<file path="src/rtl/cpu_bus_pkg.sv">
// Shared bus widths, data type and the default read pattern returned for unmapped CPU accesses.
package cpu_bus_pkg;

  localparam int unsigned BUS_DATA_W = 32;
  localparam int unsigned BUS_BE_W   = 4;

  typedef logic [BUS_DATA_W-1:0] bus_data_t;
  typedef logic [BUS_BE_W-1:0]   bus_be_t;

  localparam bus_data_t DEFAULT_UNMAPPED = 32'hDEAD_BEEF;

endpackage : cpu_bus_pkg

</file>
<file path="src/rtl/cpu_bus_addr_match.sv">
// Single-slot address comparator: hit when the masked address equals the masked slot base.
module cpu_bus_addr_match #(
  parameter int unsigned              address_width = 32,
  parameter logic [address_width-1:0] Base          = '0,
  parameter logic [address_width-1:0] Mask          = '1
) (
  input  logic [address_width-1:0] address_i,
  output logic                     hit_o
);

  assign hit_o = ((address_i & Mask) == (Base & Mask));

endmodule : cpu_bus_addr_match

</file>
<file path="src/rtl/cpu_bus_decoder.sv">
// CPU address decoder with registered read-data return; unmapped-access logging is
// compiled in with the CPU_BUS_DECODER_ERR_LOG_EN macro.
module cpu_bus_decoder
  import cpu_bus_pkg::*;
#(
  parameter int unsigned                       address_width = 32,
  parameter int unsigned                       NumSlots      = 4,
  parameter logic [NumSlots*address_width-1:0] SlotBase      = {NumSlots{32'h0000_0000}},
  parameter logic [NumSlots*address_width-1:0] SlotMask      = {NumSlots{32'hFFFF_F000}},
  parameter bus_data_t                         UnmappedData  = DEFAULT_UNMAPPED
) (
  input  logic                           clk_i,
  input  logic                           reset_ni,
  input  logic [address_width-1:0]       cpu_address_i,
  input  logic [BUS_DATA_W-1:0]          cpu_data_i,
  input  logic                           cpu_we_i,
  input  logic [BUS_BE_W-1:0]            cpu_we_ram_i,
  output logic [BUS_DATA_W-1:0]          cpu_data_o,
  output logic [NumSlots-1:0]            slot_sel_o,
  output logic [address_width-1:0]       slot_addr_o,
  output logic [BUS_DATA_W-1:0]          slot_wdata_o,
  output logic [NumSlots-1:0]            slot_we_o,
  output logic [BUS_BE_W-1:0]            slot_be_o,
  input  logic [NumSlots*BUS_DATA_W-1:0] slot_rdata_i,
  output logic [15:0]                    err_count_o,
  output logic [address_width-1:0]       err_addr_o
);

  logic [NumSlots-1:0]      hit_s;
  logic [NumSlots-1:0]      sel_oh_s;
  logic                     hit_any_s;
  logic [address_width-1:0] mask_sel_s;
  bus_data_t                rdata_sel_s;
  bus_data_t                cpu_data_d;
  bus_data_t                cpu_data_q;

  for (genvar k = 0; k < NumSlots; k++) begin : g_match
    cpu_bus_addr_match #(
      .address_width (address_width),
      .Base          (SlotBase[k*address_width +: address_width]),
      .Mask          (SlotMask[k*address_width +: address_width])
    ) u_match (
      .address_i (cpu_address_i),
      .hit_o     (hit_s[k])
    );
  end

  // Priority select: the first (lowest-index) hitting slot owns the access.
  always_comb begin
    sel_oh_s    = '0;
    hit_any_s   = 1'b0;
    mask_sel_s  = '0;
    rdata_sel_s = '0;
    for (int k = 0; k < NumSlots; k++) begin
      if (hit_s[k] && !hit_any_s) begin
        sel_oh_s[k] = 1'b1;
        hit_any_s   = 1'b1;
        mask_sel_s  = SlotMask[k*address_width +: address_width];
        rdata_sel_s = slot_rdata_i[k*BUS_DATA_W +: BUS_DATA_W];
      end else begin
        sel_oh_s[k] = 1'b0;
      end
    end
  end

  assign slot_sel_o   = sel_oh_s;
  assign slot_addr_o  = hit_any_s ? (cpu_address_i & ~mask_sel_s) : '0;
  assign slot_wdata_o = cpu_data_i;
  assign slot_be_o    = cpu_we_ram_i;
  assign slot_we_o    = {NumSlots{cpu_we_i}} & sel_oh_s;

  // Read-data next value: selected slot data, or the fixed pattern when nothing decodes.
  always_comb begin
    if (hit_any_s) begin
      cpu_data_d = rdata_sel_s;
    end else begin
      cpu_data_d = UnmappedData;
    end
  end

  // Read-data register, sampled by the CPU in the cycle after the strobe.
  always_ff @(posedge clk_i or negedge reset_ni) begin
    if (!reset_ni) begin
      cpu_data_q <= '0;
    end else begin
      cpu_data_q <= cpu_data_d;
    end
  end

  assign cpu_data_o = cpu_data_q;

`ifdef CPU_BUS_DECODER_ERR_LOG_EN
  logic                     acc_s;
  logic [15:0]              err_count_d;
  logic [15:0]              err_count_q;
  logic [address_width-1:0] err_addr_d;
  logic [address_width-1:0] err_addr_q;

  // Address 0 with no write is the wrapper's idle strobe, not a real access.
  assign acc_s = (cpu_address_i != '0) | cpu_we_i;

  // Unmapped-access log: saturating count plus the most recent offending address.
  always_comb begin
    err_count_d = err_count_q;
    err_addr_d  = err_addr_q;
    if (acc_s && !hit_any_s) begin
      err_addr_d = cpu_address_i;
      if (err_count_q != 16'hFFFF) begin
        err_count_d = err_count_q + 16'd1;
      end else begin
        err_count_d = err_count_q;
      end
    end else begin
      err_addr_d = err_addr_q;
    end
  end

  // Error log registers.
  always_ff @(posedge clk_i or negedge reset_ni) begin
    if (!reset_ni) begin
      err_count_q <= 16'h0000;
      err_addr_q  <= '0;
    end else begin
      err_count_q <= err_count_d;
      err_addr_q  <= err_addr_d;
    end
  end

  assign err_count_o = err_count_q;
  assign err_addr_o  = err_addr_q;
`else
  assign err_count_o = 16'h0000;
  assign err_addr_o  = '0;
`endif

endmodule : cpu_bus_decoder

</file>
<file path="config.mk">
export PLATFORM = sky130hd
export DESIGN_NAME = cpu_bus_decoder
export DESIGN_NICKNAME = d
export VERILOG_FILES = /design/src/rtl/cpu_bus_pkg.sv /design/src/rtl/cpu_bus_addr_match.sv /design/src/rtl/cpu_bus_decoder.sv
export SDC_FILE = /design/constraint.sdc
export NUM_CORES = 1
export LEC_CHECK = 0
export CAP_MARGIN = 20
export CORE_AREA = 5 5 135 137
export CTS_CLUSTER_DIAMETER = 80
export DETAILED_ROUTE_END_ITERATION = 7
export DIE_AREA = 0 0 140 142
export PLACE_DENSITY = 0.55
export SLEW_MARGIN = 15
export SYNTH_ARGS = -nofsm -noshare
export SYNTH_HDL_FRONTEND = slang
export SYNTH_HIERARCHICAL = 1
export SYNTH_SLANG_ARGS = --single-unit
</file>
<file path="constraint.sdc">
create_clock -name clk_i -period 3.4 [get_ports clk_i]
set_clock_uncertainty 0.15 [all_clocks]
set_input_delay 0.85 -clock clk_i [delete_from_list [all_inputs] [get_ports clk_i]]
set_output_delay 0.85 -clock clk_i [all_outputs]
set_load 0.01 [all_outputs]
</file>
==> flow_metrics.tcl, run 1 <==
set metrics [dict create \
    worst_hold_slack_ps 493.9 \
    nNetsFinal 759 \
    slowest_delay_ps 300 \
    antenna_found_initial 0 \
    status "finished, final reports clean" \
    cap_violations 0 \
    grt_start_max_net_pins 33 \
    vdd_drop_max_mv 0.1429 \
    io_buffer_count 214 \
    start_util 0.1795 \
    grt-ovfl-total 0 \
    dpl-instance-area_mm2 0.005002 \
    setup_ws_ps 93.19 \
    drt_wl_total_um 13950 \
    drtIter0Drc 104 \
    synth_flop_cell "dfrtp_1" \
    final_max_slew_viol_count 0 \
    rsz0062_at_grt "yes" \
    finalPower_mw 1.089 \
    grt_use_total 0.1302 \
    multi_input_area_mm2 0.001799 \
    cp.required_ps 2400 \
    ctsHoldBuffers 0 \
    dp.cells 770 \
    antenna_cells 0 \
    synth-seq-cells 32 \
    cp_slowest_cell "nor4_4" \
    vias_per_cell 4.115 \
    fmax_ghz 0.3024 \
    design_area_mm2 0.005303 \
    chipHeight_um 142 \
    routabilityCongestion 0.8766 \
    coreArea_mm2 0.01694 \
    detailedPlace.worstSlack_ps -909.4 \
    hpwl_um 11390 \
    wl_per_cell_um 17.74 \
    post-route-period-util 0.9726 \
    cts_max_path_buffers 2 \
    die_w_um 140 \
    slew_headroom 0.4907 \
    path_delay_family "simple AND/OR/NAND/NOR gates" \
    yosys_warnings 6 \
    ys_seq_area_frac 0.2634 \
    setup_viol 0 \
    synth-async-reset-ratio 1.000 \
    critPathMaxFanout 6 \
    cts.clk_slew.worst_paths_ps 50 \
    largest_reg_flops 32 \
    io-pin-count 355 \
    syn2layout_area_growth_pct 74.40 \
    cts.sinks 32 \
    regArea_um2 800.8 \
    p_leak_nw 2.187 \
    synthTopCellsByArea "buf_4 26%, dfrtp_1 26%, and3b_1 6.9%, nand2b_1 6.6%, a22oi_1 5.9%" \
    dieArea_mm2 0.01988 \
    layout-drive-gt1-share 0.1729 \
    vias 3234 \
    synthCells 376 \
    final_hold_viol_count 0 \
    first_global_vias 3368 \
    antenna_violating_nets_post_route 0 \
    synth_commonest_cells "107 x buf_4, 32 x a21oi_1, 32 x dfrtp_1, 32 x nand2b_1, 31 x o21ai_0" \
    tritoncts "built" \
    fin_crit_ps 3307 \
    num_rows 48 \
    worst_slew_pin_slew_ps 764.0 \
    grt_pass1_wl_um 20030 \
    cts_root_buf "clkbuf_16" \
    crit_path_end_kind "output port" \
    detail_route.first_pass.iterations 5 \
    cellPowerDensity_mw_per_mm2 205.3 \
    numCtsBuffers 5 \
    yosysTopAreaCell "buf_4" \
    hp-class "in2async" \
    path_cells "clkbuf_4 -> nor4_4 -> nand3_2 -> nor2_4 -> buf_12 -> buf_6 -> nor2b_2 -> and2_1 -> clkdlybuf4s15_2" \
    htreeDepth 2 \
    post-synth-top-count-cell "buf_4" \
    cp_num_buf_inv 4 \
    yosys.area.top_type_share 0.2642 \
    synth_edf_count 0 \
    synth.distinct_cells 22 \
    syn_area_mm2 0.003040 \
    final_cells 786 \
    drc 0 \
    critPathArrivalTime_ps 2310 \
    crit_type "in2out" \
    nFillCells 1810 \
    synth_area_per_cell_um2 8.086 \
    cp-start-kind "input port" \
]
## timing repair
action                                  in CTS  in global routing
endpoints found under the setup margin      20                 19
pin swaps                                   35                 23
gates resized for setup                    118                 55
setup buffers                                9                  1
## cell type report
type,count,share of cell area
repair buffers,240,0.4290
well taps,225,0.05309
flip-flops and latches,32,0.1510
clock buffers,8,0.02761
multi-input cells,281,0.3393
## layout by cell type (no fill, tap or decap), types with 2 or more instances in the layout
cell type	n
nor2_4	4
a22o_1	8
nor4_4	5
dfrtp_1	32
nor4_2	13
buf_4	17
nand2b_1	32
clkbuf_16	5
nor2b_1	10
clkbuf_1	2
buf_6	3
conb_1	68
clkbuf_2	10
nand3_1	2
nor4_1	3
buf_2	19
clkdlybuf4s50_1	173
nand2_1	12
a22oi_1	24
a21oi_1	32
dlygate4sd2_1	3
o21ai_0	31
clkdlybuf4s15_1	2
and3b_1	24
nor2b_2	3
and2_1	4
buf_12	5
clkdlybuf4s15_2	6
nand3_2	2
## per-stage QoR
step                  util  TNS (ps)
CTS                 0.3135    -12.10
detailed placement  0.2954    -13860
finish              0.3131         0
global placement    0.2954    -14200
floorplan                -         0
global route        0.3131    -449.6
## cells by family after synthesis
family                 share of synthesized area
AND/OR/NAND/NOR                           0.2494
flip-flops                                0.2634
AO/OA/AOI/OAI                             0.1877
other                                   0.001233
buffers and inverters                     0.2984
## worst max path at each step
stage,startpoint,to,slack (ps),depth (start not counted)
5_1_grt,cpu_address_i[21],slot_addr_o[2],-70,10
3_5_place_dp,cpu_address_i[28],slot_we_o[2],-910,8
2_1_floorplan,cpu_address_i[28],slot_we_o[2],150,7
4_1_cts,cpu_address_i[25],slot_we_o[2],-10,8
3_3_place_gp,cpu_address_i[24],slot_we_o[2],-900,8
6_report,cpu_address_i[29],slot_we_o[1],90,9
## where the power goes
group	total (mW)	internal, mW	leakage [nW]	switching (mW)
sequential	0.381	0.381	0.322	0.000000628
clock	0.450	0.292	0.0712	0.158
combinational	0.257	0.164	1.79	0.0929
total	1.09	0.838	2.19	0.251
## routing by layer
layer / part of all wire / wire (um) / GRT usage
met1: 0.33 / 4553 / 0.1287
met2: 0.51 / 7103 / 0.2373
met3: 0.14 / 2005 / 0.06821
met4: 0.020 / 284 / 0.04029
met5: 0 / 0 / 0
Note: power is estimated with default switching activity, not from simulation.
==> run 2, diff against run 1 <==
- CTS_CLUSTER_DIAMETER: 80 -> 120
==> results of run 2 <==
Final layout, timing and power as in run 1 (identical DEF).
==> run 3, diff against run 2 <==
- CTS_CLUSTER_SIZE: unset -> 12
==> results of run 3 <==
Final layout, timing and power as in run 1 (identical DEF).
